--- config.mk ---
export PLATFORM = sky130hd
export DESIGN_NAME = instruction_fetch_flat
export DESIGN_NICKNAME = d
export VERILOG_FILES = /design/src/rtl/instruction_fetch_if.sv /design/src/rtl/instruction_fetch.sv /design/src/flat_wrapper.sv
export SDC_FILE = /design/constraint.sdc
export NUM_CORES = 1
export LEC_CHECK = 0
export ABC_AREA = 1
export ABC_CLOCK_PERIOD_IN_PS = 5400
export CORE_ASPECT_RATIO = 1.75
export CORE_MARGIN = 4
export CORE_UTILIZATION = 49
export CTS_CLUSTER_DIAMETER = 60
export DETAILED_ROUTE_END_ITERATION = 8
export GPL_TIMING_DRIVEN = 0
export PLACE_DENSITY = 0.8
export SYNTH_ARGS = -nofsm -noshare
export SYNTH_HDL_FRONTEND = slang
export SYNTH_SLANG_ARGS = --single-unit
--- constraint.sdc ---
create_clock -name clk_in -period 5.4 [get_ports clk_in]
set_input_delay 1.35 -clock clk_in [delete_from_list [all_inputs] [get_ports clk_in]]
set_output_delay 1.35 -clock clk_in [all_outputs]
set_load 0.005 [all_outputs]
--- src/rtl/instruction_fetch_if.sv ---
// Fetch-side bundle: the instruction-memory request/response channel and the decode handshake.
// The master modport is the fetch unit; the slave modport is memory plus decode.
interface instruction_fetch_if;
    logic        imem_req;
    logic [31:0] imem_addr;
    logic        imem_gnt;
    logic        imem_rvalid;
    logic [31:0] imem_rdata;
    logic        if_valid;
    logic        if_ready;
    logic [31:0] if_instr;
    logic [31:0] if_pc;
    logic        if_fault;

    modport master (
        output imem_req,
        output imem_addr,
        input  imem_gnt,
        input  imem_rvalid,
        input  imem_rdata,
        output if_valid,
        input  if_ready,
        output if_instr,
        output if_pc,
        output if_fault
    );

    modport slave (
        input  imem_req,
        input  imem_addr,
        output imem_gnt,
        output imem_rvalid,
        output imem_rdata,
        input  if_valid,
        output if_ready,
        input  if_instr,
        input  if_pc,
        input  if_fault
    );
endinterface

--- src/rtl/instruction_fetch.sv ---
// Instruction fetch: single-outstanding imem requester feeding a small circular decode buffer.
// Define IF_MISALIGN_CHECK_EN to turn misaligned PCs into fault entries instead of requests.
module instruction_fetch #(
    parameter int unsigned FIFO_DEPTH = 2
) (
    input  logic                clk_in,
    input  logic                reset,
    input  logic [31:0]         pc_address,
    output logic                pc_advance,
    input  logic                flush,
    instruction_fetch_if.master bus_io
);

    localparam int unsigned     PtrW     = $clog2(FIFO_DEPTH);
    localparam int unsigned     CntW     = $clog2(FIFO_DEPTH + 1);
    localparam logic [PtrW-1:0] LastPtr  = PtrW'(FIFO_DEPTH - 1);
    localparam logic [CntW:0]   DepthCnt = (CntW + 1)'(FIFO_DEPTH);

    typedef enum logic [1:0] {StIdle, StWait, StDiscard} state_e;

    state_e          state_q;
    logic [31:0]     tag_q;
    logic [PtrW-1:0] wr_ptr_q, wr_ptr_d;
    logic [PtrW-1:0] rd_ptr_q, rd_ptr_d;
    logic [CntW-1:0] count_q, count_d;
    logic [31:0]     instr_mem_q [FIFO_DEPTH];
    logic [31:0]     pc_mem_q    [FIFO_DEPTH];

    logic            outstanding;
    logic [CntW:0]   occupancy;
    logic            room;
    logic            slot_free;
    logic            req_ok;
    logic            data_push;
    logic            push;
    logic            pop;
    logic [31:0]     push_instr;
    logic [31:0]     push_pc;

    // A response arriving this cycle frees the slot, but still counts against buffer space.
    always_comb begin
        outstanding = (state_q != StIdle);
        occupancy   = {1'b0, count_q} + {{CntW{1'b0}}, outstanding};
        room        = (occupancy < DepthCnt);
        slot_free   = (state_q == StIdle) || ((state_q == StWait) && bus_io.imem_rvalid);
        req_ok      = !reset && !flush && slot_free && room;
    end

`ifdef IF_MISALIGN_CHECK_EN
    logic fault_lock_q;
    logic misaligned;
    logic fault_push;
    logic fault_mem_q [FIFO_DEPTH];

    assign misaligned      = (pc_address[1:0] != 2'b00);
    assign bus_io.imem_req = req_ok && !misaligned && !fault_lock_q;
    // Faults only enter from IDLE so they never collide with a response push.
    assign fault_push      = req_ok && misaligned && !fault_lock_q && (state_q == StIdle);
    assign bus_io.if_fault = bus_io.if_valid && fault_mem_q[rd_ptr_q];

    always_ff @(posedge clk_in) begin
        if (reset || flush) begin
            fault_lock_q <= 1'b0;
        end else if (fault_push) begin
            fault_lock_q <= 1'b1;
        end
    end

    always_ff @(posedge clk_in) begin
        if (push) begin
            fault_mem_q[wr_ptr_q] <= fault_push;
        end
    end
`else
    logic fault_push;

    assign fault_push      = 1'b0;
    assign bus_io.imem_req = req_ok;
    assign bus_io.if_fault = 1'b0;
`endif

    assign bus_io.imem_addr = pc_address;
    assign pc_advance       = bus_io.imem_req && bus_io.imem_gnt;

    assign data_push  = (state_q == StWait) && bus_io.imem_rvalid && !flush;
    assign push       = data_push || fault_push;
    assign push_instr = fault_push ? 32'h0 : bus_io.imem_rdata;
    assign push_pc    = fault_push ? pc_address : tag_q;

    assign bus_io.if_valid = !reset && (count_q != '0);
    assign bus_io.if_instr = instr_mem_q[rd_ptr_q];
    assign bus_io.if_pc    = pc_mem_q[rd_ptr_q];
    assign pop             = bus_io.if_valid && bus_io.if_ready && !flush;

    always_comb begin
        wr_ptr_d = wr_ptr_q;
        rd_ptr_d = rd_ptr_q;
        count_d  = count_q;
        if (flush) begin
            wr_ptr_d = '0;
            rd_ptr_d = '0;
            count_d  = '0;
        end else begin
            if (push) begin
                wr_ptr_d = (wr_ptr_q == LastPtr) ? '0 : wr_ptr_q + 1'b1;
            end
            if (pop) begin
                rd_ptr_d = (rd_ptr_q == LastPtr) ? '0 : rd_ptr_q + 1'b1;
            end
            if (push && !pop) begin
                count_d = count_q + 1'b1;
            end else if (pop && !push) begin
                count_d = count_q - 1'b1;
            end
        end
    end

    always_ff @(posedge clk_in) begin
        if (reset) begin
            wr_ptr_q <= '0;
            rd_ptr_q <= '0;
            count_q  <= '0;
        end else begin
            wr_ptr_q <= wr_ptr_d;
            rd_ptr_q <= rd_ptr_d;
            count_q  <= count_d;
        end
    end

    always_ff @(posedge clk_in) begin
        if (push) begin
            instr_mem_q[wr_ptr_q] <= push_instr;
            pc_mem_q[wr_ptr_q]    <= push_pc;
        end
    end

    // Reset drops any outstanding request, so a late rvalid lands in IDLE and is ignored.
    always_ff @(posedge clk_in) begin
        if (reset) begin
            state_q <= StIdle;
            tag_q   <= '0;
        end else begin
            unique case (state_q)
                StIdle: begin
                    if (pc_advance) begin
                        state_q <= StWait;
                        tag_q   <= pc_address;
                    end
                end
                StWait: begin
                    if (flush) begin
                        state_q <= bus_io.imem_rvalid ? StIdle : StDiscard;
                    end else if (pc_advance) begin
                        tag_q <= pc_address;
                    end else if (bus_io.imem_rvalid) begin
                        state_q <= StIdle;
                    end
                end
                StDiscard: begin
                    if (bus_io.imem_rvalid) begin
                        state_q <= StIdle;
                    end
                end
                default: state_q <= StIdle;
            endcase
        end
    end

endmodule
--- src/flat_wrapper.sv ---
// flat-port wrapper written by rule: the top's interface ports become plain ports
module instruction_fetch_flat 
#(
    parameter int unsigned FIFO_DEPTH = 2
)
  (clk_in, reset, pc_address, pc_advance, flush, bus_io_imem_req, bus_io_imem_addr, bus_io_imem_gnt, bus_io_imem_rvalid, bus_io_imem_rdata, bus_io_if_valid, bus_io_if_ready, bus_io_if_instr, bus_io_if_pc, bus_io_if_fault);
  instruction_fetch_if bus_io_i ();
  input  logic clk_in;
  input  logic reset;
  input  logic [31:0] pc_address;
  output logic pc_advance;
  input  logic flush;
  output wire logic [$bits(bus_io_i.imem_req)-1:0] bus_io_imem_req;
  output wire logic [$bits(bus_io_i.imem_addr)-1:0] bus_io_imem_addr;
  input wire logic [$bits(bus_io_i.imem_gnt)-1:0] bus_io_imem_gnt;
  input wire logic [$bits(bus_io_i.imem_rvalid)-1:0] bus_io_imem_rvalid;
  input wire logic [$bits(bus_io_i.imem_rdata)-1:0] bus_io_imem_rdata;
  output wire logic [$bits(bus_io_i.if_valid)-1:0] bus_io_if_valid;
  input wire logic [$bits(bus_io_i.if_ready)-1:0] bus_io_if_ready;
  output wire logic [$bits(bus_io_i.if_instr)-1:0] bus_io_if_instr;
  output wire logic [$bits(bus_io_i.if_pc)-1:0] bus_io_if_pc;
  output wire logic [$bits(bus_io_i.if_fault)-1:0] bus_io_if_fault;
  assign bus_io_imem_req = bus_io_i.imem_req;
  assign bus_io_imem_addr = bus_io_i.imem_addr;
  assign bus_io_i.imem_gnt = bus_io_imem_gnt;
  assign bus_io_i.imem_rvalid = bus_io_imem_rvalid;
  assign bus_io_i.imem_rdata = bus_io_imem_rdata;
  assign bus_io_if_valid = bus_io_i.if_valid;
  assign bus_io_i.if_ready = bus_io_if_ready;
  assign bus_io_if_instr = bus_io_i.if_instr;
  assign bus_io_if_pc = bus_io_i.if_pc;
  assign bus_io_if_fault = bus_io_i.if_fault;
  instruction_fetch #(.FIFO_DEPTH(FIFO_DEPTH)) u_core (.clk_in(clk_in), .reset(reset), .pc_address(pc_address), .pc_advance(pc_advance), .flush(flush), .bus_io(bus_io_i));
endmodule
==> out/qor.csv <==
stage,metric,value,unit
power_and_ir_drop,power_per_cell_area,299.7,nW/um^2
detailed_routing,num_vias,3900,
logic_synthesis,synth_top_area_cell,edfxtp_1,
logic_synthesis,avgSynthCellArea,15.46,sq um
logic_synthesis,netlist_area,6556,sq um
cells_and_area,final_cell_mix,"clkdlybuf4s50_1, edfxtp_1, mux2_2",
detailed_routing,ant_nets,0,
worst_setup_path,path_cells,clkdlybuf4s50_1 > clkinv_1 > nand2_4 > nor2_4 > nand3_4 > inv_6 > buf_12 > clkdlybuf4s50_1,
floorplanning,std_cell_rows,55,
sta,finalSetupTns,0,ns
worst_setup_path,path_buf_inv,5,
place,dp.cells,766,
cells_and_area,final_util,0.7012,
sta,worst_slew_pin_slew,0.8103,ns
power_and_ir_drop,leakagePower,3.191,nW
clock_network,clk_latency,0.41,ns
sta,finalSetupViolations,0,
detailed_routing,first_pass_iters,6,
power_and_ir_drop,finalPower,2.734,mW
logic_synthesis,synth_nets,495,
cells_and_area,n_antenna_cell,0,
clock_network,post_cts_buffers,0,
run_status,status,"finished, final reports clean",
power_and_ir_drop,combPwrFrac,0.068,
detailed_routing,wl_per_cell,16.57,um
logic_synthesis,synth_top_area_share,0.5863,
logic_synthesis,synthFlopType,edfxtp_1,
clock_network,clockBufferDepth,2,
worst_setup_path,cp_slowest_stage_delay,0.51,ns
worst_setup_path,worst-path-max-fanout,10,
worst_setup_path,required,4.05,ns
global_routing,grt_pass1_vias,4297,
floorplanning,io_pins,170,
worst_setup_path,crit_family,buffers and inverters,
logic_synthesis,synth.distinct_cells,28,
logic_synthesis,ys_warn_count,0,
sta,fin_skew,0.008280,ns
worst_setup_path,path_common_cell,clkdlybuf4s50_1,
clock_network,cts.sinks,167,
logic_synthesis,synthArstFlopShare,0,
power_and_ir_drop,p_int,2.158,mW
cells_and_area,layout.cells.non_filler,798,
clock_network,holdBufCountCts,0,
sta,period_share,0.8137,
worst_setup_path,crit_type,in -> out,
power_and_ir_drop,swShare,0.2107,
global_routing,groute.usage.overall,0.1800,
place,port_buffers,167,
power_and_ir_drop,irDropWorstVdd,0.2195,mV
global_routing,antenna_found_initial,0,
power_and_ir_drop,seq_power_share,0.513,
clock_network,cts_resized,0,
sta,timing.fmax,227.6,MHz
sta,hold_viol,0,
sta,finalWorstPathRequiredPeriod,4.394,ns
global_routing,grt_max_degree,26,
global_routing,grt_pass1_wl,21.06,mm
global_routing,gr-total-overflow,0,
detailed_routing,drcViolationCount,0,
detailed_routing,viasPerCell,4.887,
sta,grt_setup_unrepaired,false,
worst_setup_path,crit_path_start_kind,input pin,
cells_and_area,final_common_cell,clkdlybuf4s50_1,
clock_network,clock-root-buffer,clkbuf_16,
clock_network,htree_levels,4,
clock_network,cts_inserted_buffers,17,
worst_setup_path,worstSetupEndpointType,primary output,
hold_path,hold_class,reg -> reg,
clock_network,cts_tree,done,
power_and_ir_drop,switchingPower,0.5758,mW
run,cap_violations,0,
logic_synthesis,syn_inst,424,
logic_synthesis,synthTopCellsByArea,"edfxtp_1, dfxtp_1, mux2_2, a21oi_2, buf_4",
worst_setup_path,crit_arrival,3.04,ns
place,dp_hpwl,9.814,mm
floorplanning,die_w,95.44,um
logic_synthesis,synth-edff-count,128,
cells_and_area,layout-drive-gt1-share,0.3365,
worst_setup_path,cpMaxStageDelayCell,clkdlybuf4s50_1,
detailed_routing,wl,13.23,mm
cells_and_area,nets,685,
place,gp_congestion,0.8202,
sta,slew_headroom,0.4585,
floorplanning,start_util,0.5041,
clock_network,clk_pin_slew,0.06,ns
floorplanning,fp.dieH,161.0,um
sta,maxSlewViolCount,0,
detailed_routing,dr.first_iter.drc_count,147,
power_and_ir_drop,power_frac_clock,0.419,
logic_synthesis,ys_ff_latch,167,
logic_synthesis,seq_area_frac_synth,0.7053,
floorplanning,coreArea,13010,sq um
floorplanning,dieArea,15370,sq um
cells_and_area,syn_to_final_growth,39.10,%
## final timing paths
kind	startpoint	endpoint	slack, ns	depth (start not counted)
worst min register to register	u_core.push_pc[21]	u_core.pc_mem_q[1][21]	0.45	0
worst min-delay path	u_core.push_pc[21]	u_core.pc_mem_q[1][21]	0.45	0
worst max-delay path	flush	pc_advance	1.01	8
worst max register to register	u_core.state_q[0]	u_core.pc_mem_q[1][14]	3.37	5
## metrics by stage
stage	instance area, sq um	hold slack [ns]	setup slack [ns]
final	9120	0.4533	1.006
after global routing	9120	0.4624	0.9323
after CTS	9120	0.4536	0.9980
after detailed placement	8552	0.4383	1.009
after global placement	8442	0.4297	-1.275
after floorplan	6556	0.4259	0.6408
## registers in the layout, summed over array words and instances, names as in the netlist, named ones only
| register | cells |
|---|---|
| u_core.instr_mem_q | 64 |
| u_core.pc_mem_q | 64 |
| u_core.push_pc | 32 |
| u_core.count_q | 2 |
| u_core.state_q | 2 |
| u_core.rd_ptr_q | 1 |
| u_core.wr_ptr_q | 1 |
## cells in the mapped netlist (all sizes together) (2+ instances only)
| library cell | number |
|---|---|
| nor2 | 7 |
| buf | 47 |
| a21oi | 39 |
| o21ai | 4 |
| clkbuf | 3 |
| nand3 | 2 |
| dfxtp | 39 |
| mux2 | 64 |
| inv | 10 |
| edfxtp | 128 |
| nand2 | 74 |
## cell families after synthesis
logic type               after synthesis  share of synthesized area
flip-flops                           167                     0.7053
AO/OA/AOI/OAI                         45                    0.05191
AND/OR/NAND/NOR                       84                    0.06393
adder cells (fa/ha/maj)                1                   0.001908
multiplexers                          64                     0.1099
buffers and inverters                 61                    0.06508
XOR/XNOR                               1                   0.001336
other                                  1                  0.0005720
## power by group through the flow
stage / Sequential, mW / Combinational, mW / Clock [mW]
after floorplan: 1.43 / 0.0725 / 0
after global placement: 1.43 / 0.179 / 0
after detailed placement: 1.43 / 0.187 / 0
after CTS: 1.40 / 0.188 / 1.16
after global routing: 1.40 / 0.199 / 1.23
final: 1.40 / 0.185 / 1.15
## layer usage
metal  GRT usage  wire (um)  part of all wire
met1      0.1793       4415              0.33
met2      0.3509       7865              0.59
met3     0.04054        681             0.051
met4     0.06153        262             0.020
met5           0          0                 0
## cell type report
type                            instances  area, sq um
Clock inverter                         14        138.9
Inverter                               11        46.29
Multi-Input combinational cell        196         1520
Sequential cell                       167         4624
Timing Repair Buffer                  171         1767
Fill cell                             880         3886
Buffer                                 50        380.4
Tap cell                              171        214.0
Clock buffer                           18        429.2
Note: power is estimated with default switching activity, not from simulation.
